File: src/rtl/alu_pkg.sv
// alu_pkg: widths, op encodings and op legality helper shared by the ALU arbiter slice
// Contents: ALU_W (datapath width), OP_W (op_sel width), op_e (op encodings), is_legal_op()
package alu_pkg;
   localparam int ALU_W = 4;
   localparam int OP_W  = 3;
   typedef enum logic [OP_W-1:0] {
      OP_ADD = 3'b000,
      OP_SUB = 3'b001,
      OP_AND = 3'b010,
      OP_OR  = 3'b011,
      OP_XOR = 3'b100,
      OP_NOT = 3'b101
   } op_e;
   function automatic logic is_legal_op(input logic [OP_W-1:0] op);
      return op <= OP_NOT;
   endfunction
endpackage

File: src/rtl/alu_4bit.sv
// alu_4bit: combinational 4-bit ALU (ADD, SUB, AND, OR, XOR, NOT)
// Ports: a, b   operands
//        op     op_sel (alu_pkg encodings)
//        result ALU result
//        carry  ADD carry-out, SUB borrow (a < b), 0 for logic ops
module alu_4bit
   import alu_pkg::*;
(
   input  logic [ALU_W-1:0] a,
   input  logic [ALU_W-1:0] b,
   input  logic [OP_W-1:0]  op,
   output logic [ALU_W-1:0] result,
   output logic             carry
);
   logic [ALU_W:0] sum, diff;
   assign sum  = {1'b0, a} + {1'b0, b};
   // the extra bit of the wrapped difference is set exactly when a < b
   assign diff = {1'b0, a} - {1'b0, b};
   always_comb begin
      result = '0;
      carry  = 1'b0;
      case (op)
         OP_ADD:  {carry, result} = sum;
         OP_SUB:  {carry, result} = diff;
         OP_AND:  result = a & b;
         OP_OR:   result = a | b;
         OP_XOR:  result = a ^ b;
         OP_NOT:  result = ~a;
         default: result = '0;
      endcase
   end
endmodule

File: src/rtl/alu_rr_grant.sv
// alu_rr_grant: combinational round-robin picker, first requester after last wins
// Ports: req        per-requester request
//        last       index granted most recently
//        grant      one-hot grant (zero when no request)
//        grant_idx  index of the granted requester
//        any        some requester is granted
module alu_rr_grant #(
   parameter int NUM_REQ = 2,
   parameter int ID_W    = 1
) (
   input  logic [NUM_REQ-1:0] req,
   input  logic [ID_W-1:0]    last,
   output logic [NUM_REQ-1:0] grant,
   output logic [ID_W-1:0]    grant_idx,
   output logic               any
);
   logic [ID_W-1:0] idx;
   // walk offsets from farthest to nearest so the nearest requester after last overwrites the rest
   always_comb begin
      idx       = '0;
      grant     = '0;
      grant_idx = '0;
      any       = 1'b0;
      for (int k = NUM_REQ; k >= 1; k--) begin
         idx = ID_W'((int'(last) + k) % NUM_REQ);
         if (req[idx]) begin
            grant      = '0;
            grant[idx] = 1'b1;
            grant_idx  = idx;
            any        = 1'b1;
         end
      end
   end
endmodule

File: src/rtl/alu_share_arbiter.sv
// alu_share_arbiter: round-robin sharing of one 4-bit ALU among NUM_REQ requesters
// Ports: clk, rst                  clock, async active-high reset
//        req_valid/req_ready       per-requester handshake (ready is one-hot or zero)
//        req_a, req_b, req_op      packed per-requester operands and op_sel
//        rsp_valid/rsp_ready       response register handshake
//        rsp_id                    requester owning the response
//        rsp_result, rsp_carry     ALU result and carry/borrow
//        rsp_zero, rsp_err         result-is-zero, illegal op seen
module alu_share_arbiter
   import alu_pkg::*;
#(
   parameter int NUM_REQ = 2,
   parameter int ID_W    = 1
) (
   input  logic                     clk,
   input  logic                     rst,
   input  logic [NUM_REQ-1:0]       req_valid,
   input  logic [ALU_W*NUM_REQ-1:0] req_a,
   input  logic [ALU_W*NUM_REQ-1:0] req_b,
   input  logic [OP_W*NUM_REQ-1:0]  req_op,
   output logic [NUM_REQ-1:0]       req_ready,
   output logic                     rsp_valid,
   input  logic                     rsp_ready,
   output logic [ID_W-1:0]          rsp_id,
   output logic [ALU_W-1:0]         rsp_result,
   output logic                     rsp_carry,
   output logic                     rsp_zero,
   output logic                     rsp_err
);
   logic [ID_W-1:0]    last, grant_idx;
   logic [NUM_REQ-1:0] grant;
   logic               any, can_accept, fire, legal, alu_carry;
   logic [ALU_W-1:0]   alu_a, alu_b, alu_result;
   logic [OP_W-1:0]    alu_op;
   alu_rr_grant #(.NUM_REQ(NUM_REQ), .ID_W(ID_W)) u_grant (
      .req(req_valid), .last(last), .grant(grant), .grant_idx(grant_idx), .any(any)
   );
   assign can_accept = ~rsp_valid | rsp_ready;
   // rst gate keeps ready low while reset holds the response register empty
   assign req_ready  = (rst | ~can_accept) ? '0 : grant;
   assign fire       = |(req_valid & req_ready);
   // operand mux falls back to requester 0 when nobody is granted
   always_comb begin
      alu_a  = req_a[ALU_W-1:0];
      alu_b  = req_b[ALU_W-1:0];
      alu_op = req_op[OP_W-1:0];
      for (int i = 1; i < NUM_REQ; i++) begin
         if (any && grant_idx == ID_W'(i)) begin
            alu_a  = req_a[i*ALU_W +: ALU_W];
            alu_b  = req_b[i*ALU_W +: ALU_W];
            alu_op = req_op[i*OP_W +: OP_W];
         end
      end
   end
   alu_4bit u_alu (.a(alu_a), .b(alu_b), .op(alu_op), .result(alu_result), .carry(alu_carry));
   assign legal = is_legal_op(alu_op);
   always_ff @(posedge clk or posedge rst) begin
      if (rst) begin
         rsp_valid  <= 1'b0;
         rsp_id     <= '0;
         rsp_result <= '0;
         rsp_carry  <= 1'b0;
         rsp_zero   <= 1'b0;
         rsp_err    <= 1'b0;
         last       <= ID_W'(NUM_REQ - 1);
      end else if (fire) begin
         rsp_valid  <= 1'b1;
         rsp_id     <= grant_idx;
         rsp_result <= legal ? alu_result : '0;
         rsp_carry  <= legal & alu_carry;
         rsp_zero   <= legal ? (alu_result == '0) : 1'b1;
         rsp_err    <= ~legal;
         last       <= grant_idx;
      end else if (rsp_ready) begin
         rsp_valid  <= 1'b0;
      end
   end
endmodule
File: config.mk
export PLATFORM = sky130hd
export DESIGN_NAME = alu_share_arbiter
export DESIGN_NICKNAME = d
export VERILOG_FILES = /design/src/rtl/alu_pkg.sv /design/src/rtl/alu_4bit.sv /design/src/rtl/alu_rr_grant.sv /design/src/rtl/alu_share_arbiter.sv
export SDC_FILE = /design/constraint.sdc
export NUM_CORES = 1
export LEC_CHECK = 0
export BUFFER_PORTS_ARGS = -buffer_cell sky130_fd_sc_hd__buf_2
export CAP_MARGIN = 5
export CORE_ASPECT_RATIO = 1.5
export CORE_MARGIN = 2
export CORE_UTILIZATION = 46
export CTS_BUF_LIST = sky130_fd_sc_hd__clkbuf_8 sky130_fd_sc_hd__clkbuf_16
export CTS_CLUSTER_SIZE = 14
export DETAILED_ROUTE_END_ITERATION = 6
export GPL_TIMING_DRIVEN = 1
export PLACE_DENSITY = 0.72
export REMOVE_ABC_BUFFERS = 1
export SLEW_MARGIN = 25
export SYNTH_ARGS = -nofsm -noshare
export SYNTH_HDL_FRONTEND = slang
export SYNTH_SLANG_ARGS = --single-unit
File: constraint.sdc
create_clock -name clk -period 3.56 [get_ports clk]
set_input_delay 0.178 -clock clk [delete_from_list [all_inputs] [get_ports clk]]
set_output_delay 0.178 -clock clk [all_outputs]
set_load 0.01 [all_outputs]
==> summary.md, run 1 <==
The run finished with clean final reports. The register clock-pin slew on the reported worst setup and hold paths is 0.05 ns, and the critical-path maximum fanout is 10. Top cell type's share of synthesized area: 0.1748. The run gives 3.70 ns as the required arrival time at the worst endpoint.

The number of buffers and inverters on the critical path is 2. The logs give 1555 um2 for the final non-filler cell area and 0 for the setup fix buffers added after clock tree synthesis. The worst-case IR drop observed on VDD is 0.1653 mV. The floorplan die height works out to 68.83 um.

The worst hold margin was 0.1237 ns; the number of enable flip-flop cells after synthesis was 0. Number of global-route vias before repair: 1253. The cell sitting at the root of the clock tree is a clkbuf_8. Type of the worst setup path: register to register.

After synthesis the netlist holds a flip-flop and latch count of 10. The clock drives 10 sinks. The minimum clock period is 3.173 ns, and the number of buffers added by the clock tree synthesis step is 3.

The number of pins exceeding their max-slew limit in the final report was 0; the relative contribution of sequential cells to total power was 0.264. Summing all placed instances gives a cell area of 1490 um2. Sorting the synthesized cells by how often they occur yields nand2_1 (29), inv_1 (19), ha_1 (12).

The global-route usage over all layers was 0.2180. Summing every instance area after synthesis gives 1289 um2. In the post-synthesis netlist, the biggest area contributors are dfrtp_1 (17%), ha_1 (12%), nand2_1 (8.4%), mux2i_1 (7.8%), inv_1 (5.5%). In this run the remaining antenna-violating nets after routing total 0.

The area growth from synthesis to layout is 20.68%. Adding up every negative setup slack in the final design gives 0 ns. The run gives 0 as the number of antenna violations at the first check in global routing. The run gives 0.8551 nW as the reported leakage power. In the routed layout, each cell is associated on average with a via count of 5.384.

The total overflow left after global routing is 0. Fraction of registers with async set/reset: 1.000. The placed wire-length estimate after detailed placement came out at 2606 um. The pin slew with the least headroom to its limit was 0.8413 ns. The kind of cell with the highest combined delay along the critical path is compound AO/OA/AOI/OAI gates. On the final layout, the worst clock skew is 0.0007865 ns. The tool flagged a number of max-cap violations equal to 0.

Routability-driven placement finished with a final weighted congestion of 0.8909. Synthesis produced 162 cells. TritonCTS built the clock tree. After the first detailed-routing iteration, the DRC count stood at 61. Number of core rows: 23. Walking the worst path, the cells encountered are a21boi_1 > nand2_1 > nand2_1 > inv_1 > ha_1 > fa_1 > inv_1 > a222oi_1 > o221a_1 > nand4_1 > a221oi_2. The ratio of total power to cell area was 383.4 nW/um2.

Setup repair after global routing left no endpoint under its margin. During synthesis, Yosys emitted a total of 0 warnings. The post-detailed-route wirelength per cell works out to 13.08 um. The worst hold path belongs to the class input port to register. The logs give 0.1951 for the share of the yosys chip area belonging to registers and 0.4815 for the initial standard-cell utilization of the core.

The H-tree depth reported by CTS came out at 1. The die span in x is 47.22 um. The total net switching power was 224.4 uW; the unique cell type count in the Yosys netlist was 44. The clock latency on the worst-skew pair is 0.23 ns. STA classifies the critical path endpoint as a register. For this block, the routed nets add up to 3101 um of wire. The tools report the core box area as 2676 um2.

The combinational share of power was 0.504; the core occupancy in the finished layout was 0.5811. Summed over all instances, the cell type with the most area after synthesis is dfrtp_1. The critical path data arrival time came out at 3.31 ns. Setup violations remaining at the end of the flow were counted as 0.

The number of I/O pins was 38; the number of diodes was 0. The share of cells above drive strength 1 is 0.2500. A synthesized cell averages 7.955 um2. The tools report the kind of start point of the critical path as a register. The tools report the final-layout fill cell count as 258. Net total in the final layout: 242. The run gives 2 as the maximum clock insertion buffer count. The die footprint was 3250 um2. The tools report the number of hold violations in the final report as 0. Static timing analysis puts the maximum clock frequency at 315.1 MHz. Proportion of power drawn by the clock network: 0.232.

The DRC violation count after routing was 0; the count of buffers inserted at the top-level ports was 37. The delay of the slowest critical-path stage is 0.64 ns. The portion of the clock cycle consumed by the worst path in the final layout was 0.8913; the maximum number of pins on one net before global-route repair was 22. The internal power is 371.9 uW, and the wire length of the first global-routing pass is 5237 um. First-pass iteration count of the detailed router: 4. For this design, the slowest cell found on the critical path is a21boi_1. Most used standard cell by instance count after synthesis: nand2_1. The headroom to the max-slew limit was 0.4379.

For this run, the leading register cell type out of synthesis is dfrtp_1. The switching part of the total is 0.3763. For the total vias in the final route, the log shows 1276.
## registers in the layout (all words and copies together) (netlist names)
signal	count
last	1
rsp_result	4
rsp_err	1
rsp_zero	1
rsp_id	1
rsp_carry	1
rsp_valid	1
## kinds of logic (layout without fill, tap and decap cells)
kind of cell / after synthesis / count (layout) / share of synthesized area
mux: 15 / 15 / 0.1301
flops: 10 / 10 / 0.1952
buf+inv: 26 / 64 / 0.08738
simple gates: 60 / 60 / 0.2253
compound gates: 36 / 36 / 0.2078
xor+xnor: 1 / 1 / 0.006797
fa+ha+maj: 14 / 14 / 0.1476
## layout make-up
cell class	count	area [um2]	area share
Inverter	22	82.58	0.05310
Multi-Input combinational cell	126	924.6	0.5945
Clock buffer	4	55.05	0.03540
Tap cell	37	46.29	0.02977
Timing Repair Buffer	38	195.2	0.1255
Sequential cell	10	251.5	0.1617
## final timing paths
path	from	end	slack, ns	cells after the start
setup / recovery	last	rsp_zero	0.39	11
hold / removal	rsp_ready	rsp_valid	0.12	2
setup reg to reg	last	rsp_zero	0.39	11
hold reg to reg	rsp_result[3]	rsp_result[3]	0.47	1
max in group asynchronous	rst	last	2.91	3
min in group asynchronous	rst	rsp_result[3]	0.40	3
## through the flow
step | total power, mW | setup WS, ns | std cells
2_1_floorplan | 0.3645 | 0.8244 | 158
3_3_place_gp | 0.4498 | 0.5510 | 232
3_5_place_dp | 0.4582 | 0.4188 | 232
4_1_cts | 0.6014 | 0.3978 | 237
5_1_grt | 0.6487 | 0.07269 | 237
6_report | 0.5963 | 0.3868 | 237
## power by group through the flow
stage | clock network [mW] | registers (mW) | logic [mW]
after global placement | 0 | 0.158 | 0.292
after CTS | 0.143 | 0.158 | 0.301
after floorplan | 0 | 0.171 | 0.193
after detailed placement | 0 | 0.160 | 0.299
final | 0.138 | 0.157 | 0.301
after global routing | 0.148 | 0.161 | 0.339
## placed cells by master (no fill, tap or decap), types with 3 or more instances in the layout
cell type	n
a21o_1	5
a21oi_1	8
and2_1	3
buf_2	37
clkbuf_8	4
dfrtp_1	9
ha_1	12
inv_1	19
mux2i_1	10
nand2_1	29
nand2b_1	4
nor2_1	7
nor3_1	5
nor3b_1	4
o21ai_1	5
## what timing repair did
action | 4_1_cts | 5_1_grt
hold buffers | 1 | 0
gates resized for setup | 0 | 0
hold endpoints to repair | 9 | 0
## worst register-to-register path: cells and delay by family, from the launching register on
family	cells	cell delay, ns
AO/OA/AOI/OAI	4	1.49
adder cells (fa/ha/maj)	2	0.70
buffers and inverters	2	0.11
flip-flops	1	0.38
AND/OR/NAND/NOR	3	0.41
## per-layer routing
layer	up-vias	GRT usage	part of all wire
met5	-	0	0
met4	0	0.1111	0.036
met3	10	0.02083	0.040
met2	55	0.4144	0.53
met1	577	0.2224	0.39
li1	634	-	-
(Power assumes the default switching activity.)
==> run 2: changes to the inputs <==
- PLACE_DENSITY: 0.72 -> default
- PLACE_DENSITY_LB_ADDON: default -> 0.2
==> run 2 against run 1 <==
- critical endpoint unchanged
- first-iteration DRC count down 44%
- final area up 0.32%
- routed wire length up 6.3%
- critical path type unchanged
- die area unchanged
- global-route usage up 1.3 points
- sequential share of layout area down 0.052 points
- worst hold slack better by 0.018 ns
- combinational power up 2%
- highest routed layer unchanged
- count of clock-buffer cells in the layout down 1
==> summary.md, run 2 (synthesized netlist as in run 1, its figures left out) <==
The number of core rows is 23, and the die span in x is 47.22 um. The wire length of the first global-routing pass was 5409 um; the delay of the slowest critical-path stage was 0.55 ns. The net total in the final layout is 244. The number of setup buffers added after CTS is 0. The run gives 0.4815 as the initial standard-cell utilization of the core. Floorplan die height: 68.83 um. Type of the worst setup path: register to register.

Total of hold buffers inserted after clock tree synthesis: 1. For the clock latency on the worst-skew pair, the log shows 0.23 ns. Counting tap cells, the placed design contains a total of 234 instances. The portion of the clock cycle consumed by the worst path in the final layout works out to 0.8478. The minimum clock period was 3.018 ns.

The overall power came out at 580.8 uW. Together, buffers and inverters on the worst path number 2. On the final layout, the worst clock skew is 0.004277 ns. TritonCTS built the clock tree. For the number of maximum-capacitance constraint violations, the log shows 0. In this run the critical register-to-register path is launched from last.

Clock-pin slew was measured on the worst setup and hold paths at 0.04 ns. The maximum number of pins on one net before global-route repair came out at 22. The run finished with clean final reports. The most flop-heavy register is rsp_result. The number of global-route vias before repair was 1279; the DRC violation count after routing was 0. In this run the remaining antenna-violating nets after routing total 0. The critical-path maximum fanout is 21. The slowest stage cell on the critical path is dfstp_2. The tools report the clock sink total as 10. The post-detailed-route wirelength per cell works out to 13.79 um.

The pin slew with the least headroom to its limit was 0.4931 ns; the maximum clock frequency was 331.3 MHz. The weighted congestion reported at the end of routability-driven placement was 0.8593; the final number of setup-violating endpoints was 0. In this run the tool buffered the top-level ports with 37 buffer cells.

The tools report the clock root buffer as clkbuf_8. The global route total overflow was 0; the core box area was 2676 um2. The number of hold violations in the final report is 0. The beginning of the critical path was last. The cell family contributing the most delay on the critical path was compound AO/OA/AOI/OAI gates. The run gives 4 as the first-pass iteration count of the detailed router. The number of antenna violations at the first check in global routing was 0.

The signal on the critical path passes through a21bo_4 > nand2_1 > nand2_1 > inv_1 > ha_1 > fa_1 > inv_1 > a222oi_1 > o221a_1 > nand4_1 > a221oi_2. The headroom to the max-slew limit was 0.6619. The analysis attributes to cell leakage a power of 0.8627 nW.

The worst hold path begins at rsp_ready. The run gives 0.2203 mV as the worst-case vdd ir drop. The flip-flop count of the largest register after layout was 4; the placed wire-length estimate after detailed placement was 2746 um. Routed wire length: 3297 um.

Summed over all failing endpoints, the final setup total negative slack is 0 ns. The library cells used most frequently in the layout, excluding fill and tap cells, are buf_2 (37), nand2_1 (29), inv_1 (20). The number of pins exceeding their max-slew limit in the final report was 0; the synthesis-to-layout area growth was 21.07%. Global-route usage over all layers: 0.2310. The share of cells above drive strength 1 was 0.2525.

The tools report the kind of start point of the critical path as a register. For the worst setup path, the data arrival time is 3.16 ns. The number of buffers added by the clock tree synthesis step is 3, and the ratio of total power to cell area is 372.2 nW/um2. The floorplan step defined a die boundary enclosing 3250 um2. The number of I/O pins is 38. The H-tree depth reported by CTS came out at 1. In this run the worst hold path is classified as input port to register. Detailed routing inserted a total of 1290 vias.

Setup repair after global routing left no endpoint under its margin. STA classifies the critical path endpoint as a register. The number of antenna diodes in the final layout is 0. The post-cts resize count was 0.

No sink is reached through more buffers than the 2 on the longest clock path. Dividing the detail-routed via count by the number of cells gives 5.397. The run gives 3.70 ns as the required arrival time at the worst endpoint. Excluding fillers, the count of instances in the completed layout stands at 239. Leading cell type in the layout, fill and taps excluded: buf_2. For this block, the initial DRC count from the detailed router was 34.
[run 2: layer usage]
layer	vias up	global-route usage	part of all wire
met1	598	0.2322	0.38
met3	14	0.03385	0.040
li1	640	-	-
met4	0	0.1354	0.041
met2	38	0.4264	0.54
met5	-	0	0
[run 2: worst paths after layout]
| kind | endpoint | slack (ns) | cells after the start |
|---|---|---|---|
| max in group asynchronous | last | 2.89 | 3 |
| worst min register to register | rsp_result[2] | 0.47 | 1 |
| worst min-delay path | rsp_valid | 0.14 | 2 |
| worst max-delay path | rsp_zero | 0.54 | 11 |
| min in group asynchronous | rsp_result[1] | 0.42 | 3 |
| worst max register to register | rsp_zero | 0.54 | 11 |
[run 2: report_power, final]
| group | switching, mW | internal [mW] |
|---|---|---|
| registers | 0.0152 | 0.143 |
| clock network | 0.0413 | 0.0752 |
| logic | 0.171 | 0.135 |
[run 2: metrics by stage]
| step | setup WS [ns] | hold WS, ns | area [um2] | utilization |
|---|---|---|---|---|
| 2_1_floorplan | 0.8244 | -0.03256 | 1259 | - |
| 3_3_place_gp | 0.6099 | 0.1040 | 1505 | 0.5624 |
| 3_5_place_dp | 0.5718 | 0.1048 | 1505 | 0.5624 |
| 4_1_cts | 0.5441 | 0.1441 | 1560 | 0.5830 |
| 5_1_grt | 0.2979 | 0.1441 | 1560 | 0.5830 |
| 6_report | 0.5418 | 0.1421 | 1560 | 0.5830 |
[run 2: layout make-up]
class,count,area (um2)
repair buffers,40,210.2
inverters,22,82.58
flip-flops and latches,10,251.5
well taps,37,46.29
multi-input cells,126,924.6
clock inverters,1,3.754
fillers,267,1116
clock buffers,3,41.29
==> run 3: changes to the inputs <==
- ABC_AREA: default -> 1
- clock period: 3.56 -> 2.86 ns (I/O delays scaled with it)
==> run 3 against run 2 <==
- global-route usage is 4.9 points lower
- register-to-register slack worse by 0.27 ns
- worst setup slack worse by 0.27 ns
- routed wire length is 21% lower
- utilization is 0.066 points higher
- via count is 2.9% lower
- maximum frequency is 16% higher
- critical endpoint unchanged
- largest cell class unchanged
- highest routed layer unchanged
==> summary.md, run 3 <==
Derived from the worst setup path, the maximum achievable clock frequency is 385.8 MHz. Routability-driven placement finished with a final weighted congestion of 0.8506. The total vias in the final route was 1253; the minimum clock period was 2.592 ns. Counting the buffers created by CTS gives 3. The number of I/O pins was 38. In this run the critical register-to-register path is launched from last. From bottom edge to top edge, the die measures 68.61 um.

The floorplan step defined a core boundary enclosing 2648 um2. The tools report the endpoint of the lowest-slack register-to-register path as rsp_zero. The initial standard-cell utilization of the core was 0.4835. The floorplan step set the die width to 47.07 um.

In the post-synthesis netlist, the biggest area contributors are dfrtp_1 (18%), nand2_1 (17%), ha_1 (12%), inv_1 (11%), nand3_1 (6.3%). The top cell type's share of synthesized area was 0.1760; the number of pins exceeding their max-slew limit in the final report was 0. The switching part of the total works out to 0.4229. The global-route usage over all layers is 0.1821, and the wire length of the first global-routing pass is 4257 um. The total net switching power came out at 369.9 uW.

The share of the yosys chip area belonging to registers is 0.1965. The library cells used most frequently in the layout, excluding fill and tap cells, are nand2_1 (59), buf_2 (37), inv_1 (36). The worst hold path terminates at rsp_valid. The number of enable flip-flop cells after synthesis came out at 0.

Worst-case vdd ir drop: 0.2243 mV. After detailed routing, the total wire length is 2596 um. In this run the most critical hold path is launched from rsp_ready. The number of hold violations in the final report was 0; the count of buffers inserted at the top-level ports was 37. For this run, the slowest stage of the critical path takes 0.55 ns. Most flop-heavy register: rsp_result. The relative contribution of sequential cells to total power is 0.254. Data arrives at the worst endpoint at 2.77 ns.

The critical-path maximum fanout came out at 13. The pin slew with the least headroom to its limit works out to 0.6375 ns. Class of the tightest hold or removal check: input port to register. For this design, the sink count on the clock tree is 10. The type of the worst setup path was register to register.

After routing the design area is 1545 um2. After filler insertion, the fill cell instance count of the layout stands at 276. The internal portion of the total power is 504.7 uW. The setup fix buffers added after clock tree synthesis was 0. Ranked by instance count, the synthesized netlist is headed by nand2_1 (59), inv_1 (36), nand3_1 (16). The combinational share of power was 0.539. The tools report the endpoint class of the critical path as a register.

The headroom to the max-slew limit was 0.5705; the via density per instance was 4.540. Setup repair after global routing left no endpoint under its margin. Unique cell type count in the Yosys netlist: 28.

Detailed placement finished with a half-perimeter wire length of 2263 um. Setup violations remaining at the end of the flow were counted as 0. The number of standard cells after synthesis was 200; the number of core rows was 23. After detailed routing, the average wire length per cell comes to 9.406 um. In the final timing run, aggregate negative setup slack is 0 ns.

The number of global-route vias before repair is 1116, and the clock latency on the worst-skew pair is 0.24 ns. The post-route non-filler standard cell count is 276, and the global route total overflow is 0. Traced cell by cell, the critical path runs through a21oi_2 > o21ai_0 > inv_1 > ha_1 > nor2_1 > nand2_1 > nand3_1 > nand2_1 > nand3_1 > nand2_1 > nor2_1 > nand2_1 > nor2_1 > nand3_1 > nand2_1. The longest clock path from root to sink contains 2 buffers.

Summed over all cells, the static leakage comes to 0.9413 nW. The cell area that synthesis handed to floorplanning was 1280 um2. The maximum number of pins on one net before global-route repair was 14. Share of cells above drive strength 1: 0.2720. The leading area contributor after synthesis is dfrtp_1. Clock skew on the completed layout was measured at 0.004212 ns. Worst-case reg-to-reg path depth: 15. Synthesis warning total: 0.

After detailed placement, the total cell area comes to 1480 um2. Max-cap violations in this run came to 0. TritonCTS built the clock tree.

The detail route stage leaves a number of antenna-violating nets equal to 0. The most common cell type on the critical path was nand2_1. Counting instances, the worst hold path has a depth of 2.

After detailed placement, the design holds a cell count of 271. The DRC violation count after routing came out at 0. Slack of the worst reg-to-reg path: 0.27 ns.

The floorplan step defined a die boundary enclosing 3229 um2. The H-tree depth reported by CTS is 1, and the ratio of total power to cell area is 566.0 nW/um2. The run finished with clean final reports. For this run, the detailed router's first-pass iteration total came to 4.

Among all stages on the critical path, the largest delay is contributed by o21ai_0. From synthesis to final layout, the design area changed by 20.72%. The tools report the net total in the final layout as 281.

The number of antenna violations at the first check in global routing is 0, and the DRC violation total after the first TritonRoute iteration is 19. The library cell used most frequently in the layout, excluding fill and tap cells, is nand2_1. Final hold analysis gives a worst-case slack of 0.08493 ns. The portion of the clock cycle consumed by the worst path in the final layout was 0.9062. The clock root buffer is clkbuf_8. Number of diodes: 0. The register with the most flip-flops in the layout has 4 of them. The proportion of power drawn by the clock network is 0.207, and the number of storage elements in the synthesis netlist is 10.

Data on the critical path is required at its endpoint by 3.04 ns. Among all flip-flop cells after synthesis, the most frequent one is dfrtp_1. The worst setup path is launched from a register. Fraction of registers with async set/reset: 1.000. Most used standard cell by instance count after synthesis: nand2_1.

The mean instance size in the synthesized netlist was 6.400 um2; the register clock-pin slew on the reported worst setup and hold paths was 0.05 ns.
[run 3: cell types whose count changed after synthesis, sizes merged, moves of 5 or more]
| cell | before | now |
|---|---|---|
| nand2 | 29 | 69 |
| inv | 21 | 38 |
| nand3 | 2 | 18 |
| nor2 | 7 | 20 |
| mux2i | 11 | 0 |
| a21o | 5 | 0 |
| nor3 | 5 | 0 |
[run 3: timing repair]
| item | CTS | global route |
|---|---|---|
| gates resized for setup | 0 | 0 |
| endpoints found under the hold margin | 9 | 0 |
| hold buffers | 1 | 0 |
[run 3: kinds of logic after synthesis]
family	synth area share
and+or+nand+nor	0.4164
buffers and inverters	0.1437
AOI/OAI and AO/OA	0.07429
adders and majority gates	0.1486
DFF	0.1965
xor gates and xnor gates	0.02053
[run 3: worst max path at each step]
stage	slack [ns]	start	cells past startpoint	endpoint
floorplan	0.42	last	16	rsp_zero
global placement	0.27	last	15	rsp_zero
detailed placement	0.25	last	15	rsp_zero
CTS	0.24	last	15	rsp_zero
global route	0.03	last	15	rsp_zero
finish	0.27	last	15	rsp_zero
[run 3: critical path: cells and delay by family (launching register included)]
kind,cells,cell delay [ns]
and+or+nand+nor,11,0.82
AOI/OAI and AO/OA,2,0.67
DFF,1,0.53
adders and majority gates,1,0.34
buffers and inverters,1,0.15
[run 3: final cells by class]
type,count,area [um2],share of cell area
inverter,38,145.1,0.09393
sequential,10,251.5,0.1628
timing repair buffer,39,202.7,0.1312
multi-input combinational,148,844.6,0.5466
tap,37,46.29,0.02996
clock buffer,4,55.05,0.03563
[run 3: routing by layer]
metal | global-route usage | up-vias | share of wire
met5 | 0 | - | 0
met4 | 0.07292 | 0 | 0.017
met3 | 0.03125 | 7 | 0.030
met2 | 0.3356 | 23 | 0.53
met1 | 0.1959 | 532 | 0.42
li1 | - | 691 | -
[run 3: through the flow]
stage            util  power, mW  setup WS (ns)
2_1_floorplan       -     0.5624         0.4161
3_3_place_gp   0.5591     0.6953         0.2653
3_5_place_dp   0.5591     0.6979         0.2536
4_1_cts        0.5836     0.8824         0.2396
6_report       0.5836     0.8746         0.2681
5_1_grt        0.5836     0.9624        0.03239
[run 3: power by group through the flow]
stage | combinational, mW | sequential (mW) | clock, mW
after floorplan | 0.312 | 0.251 | 0
after global placement | 0.473 | 0.222 | 0
after detailed placement | 0.473 | 0.225 | 0
after CTS | 0.476 | 0.223 | 0.183
after global routing | 0.540 | 0.228 | 0.194
final | 0.471 | 0.222 | 0.181
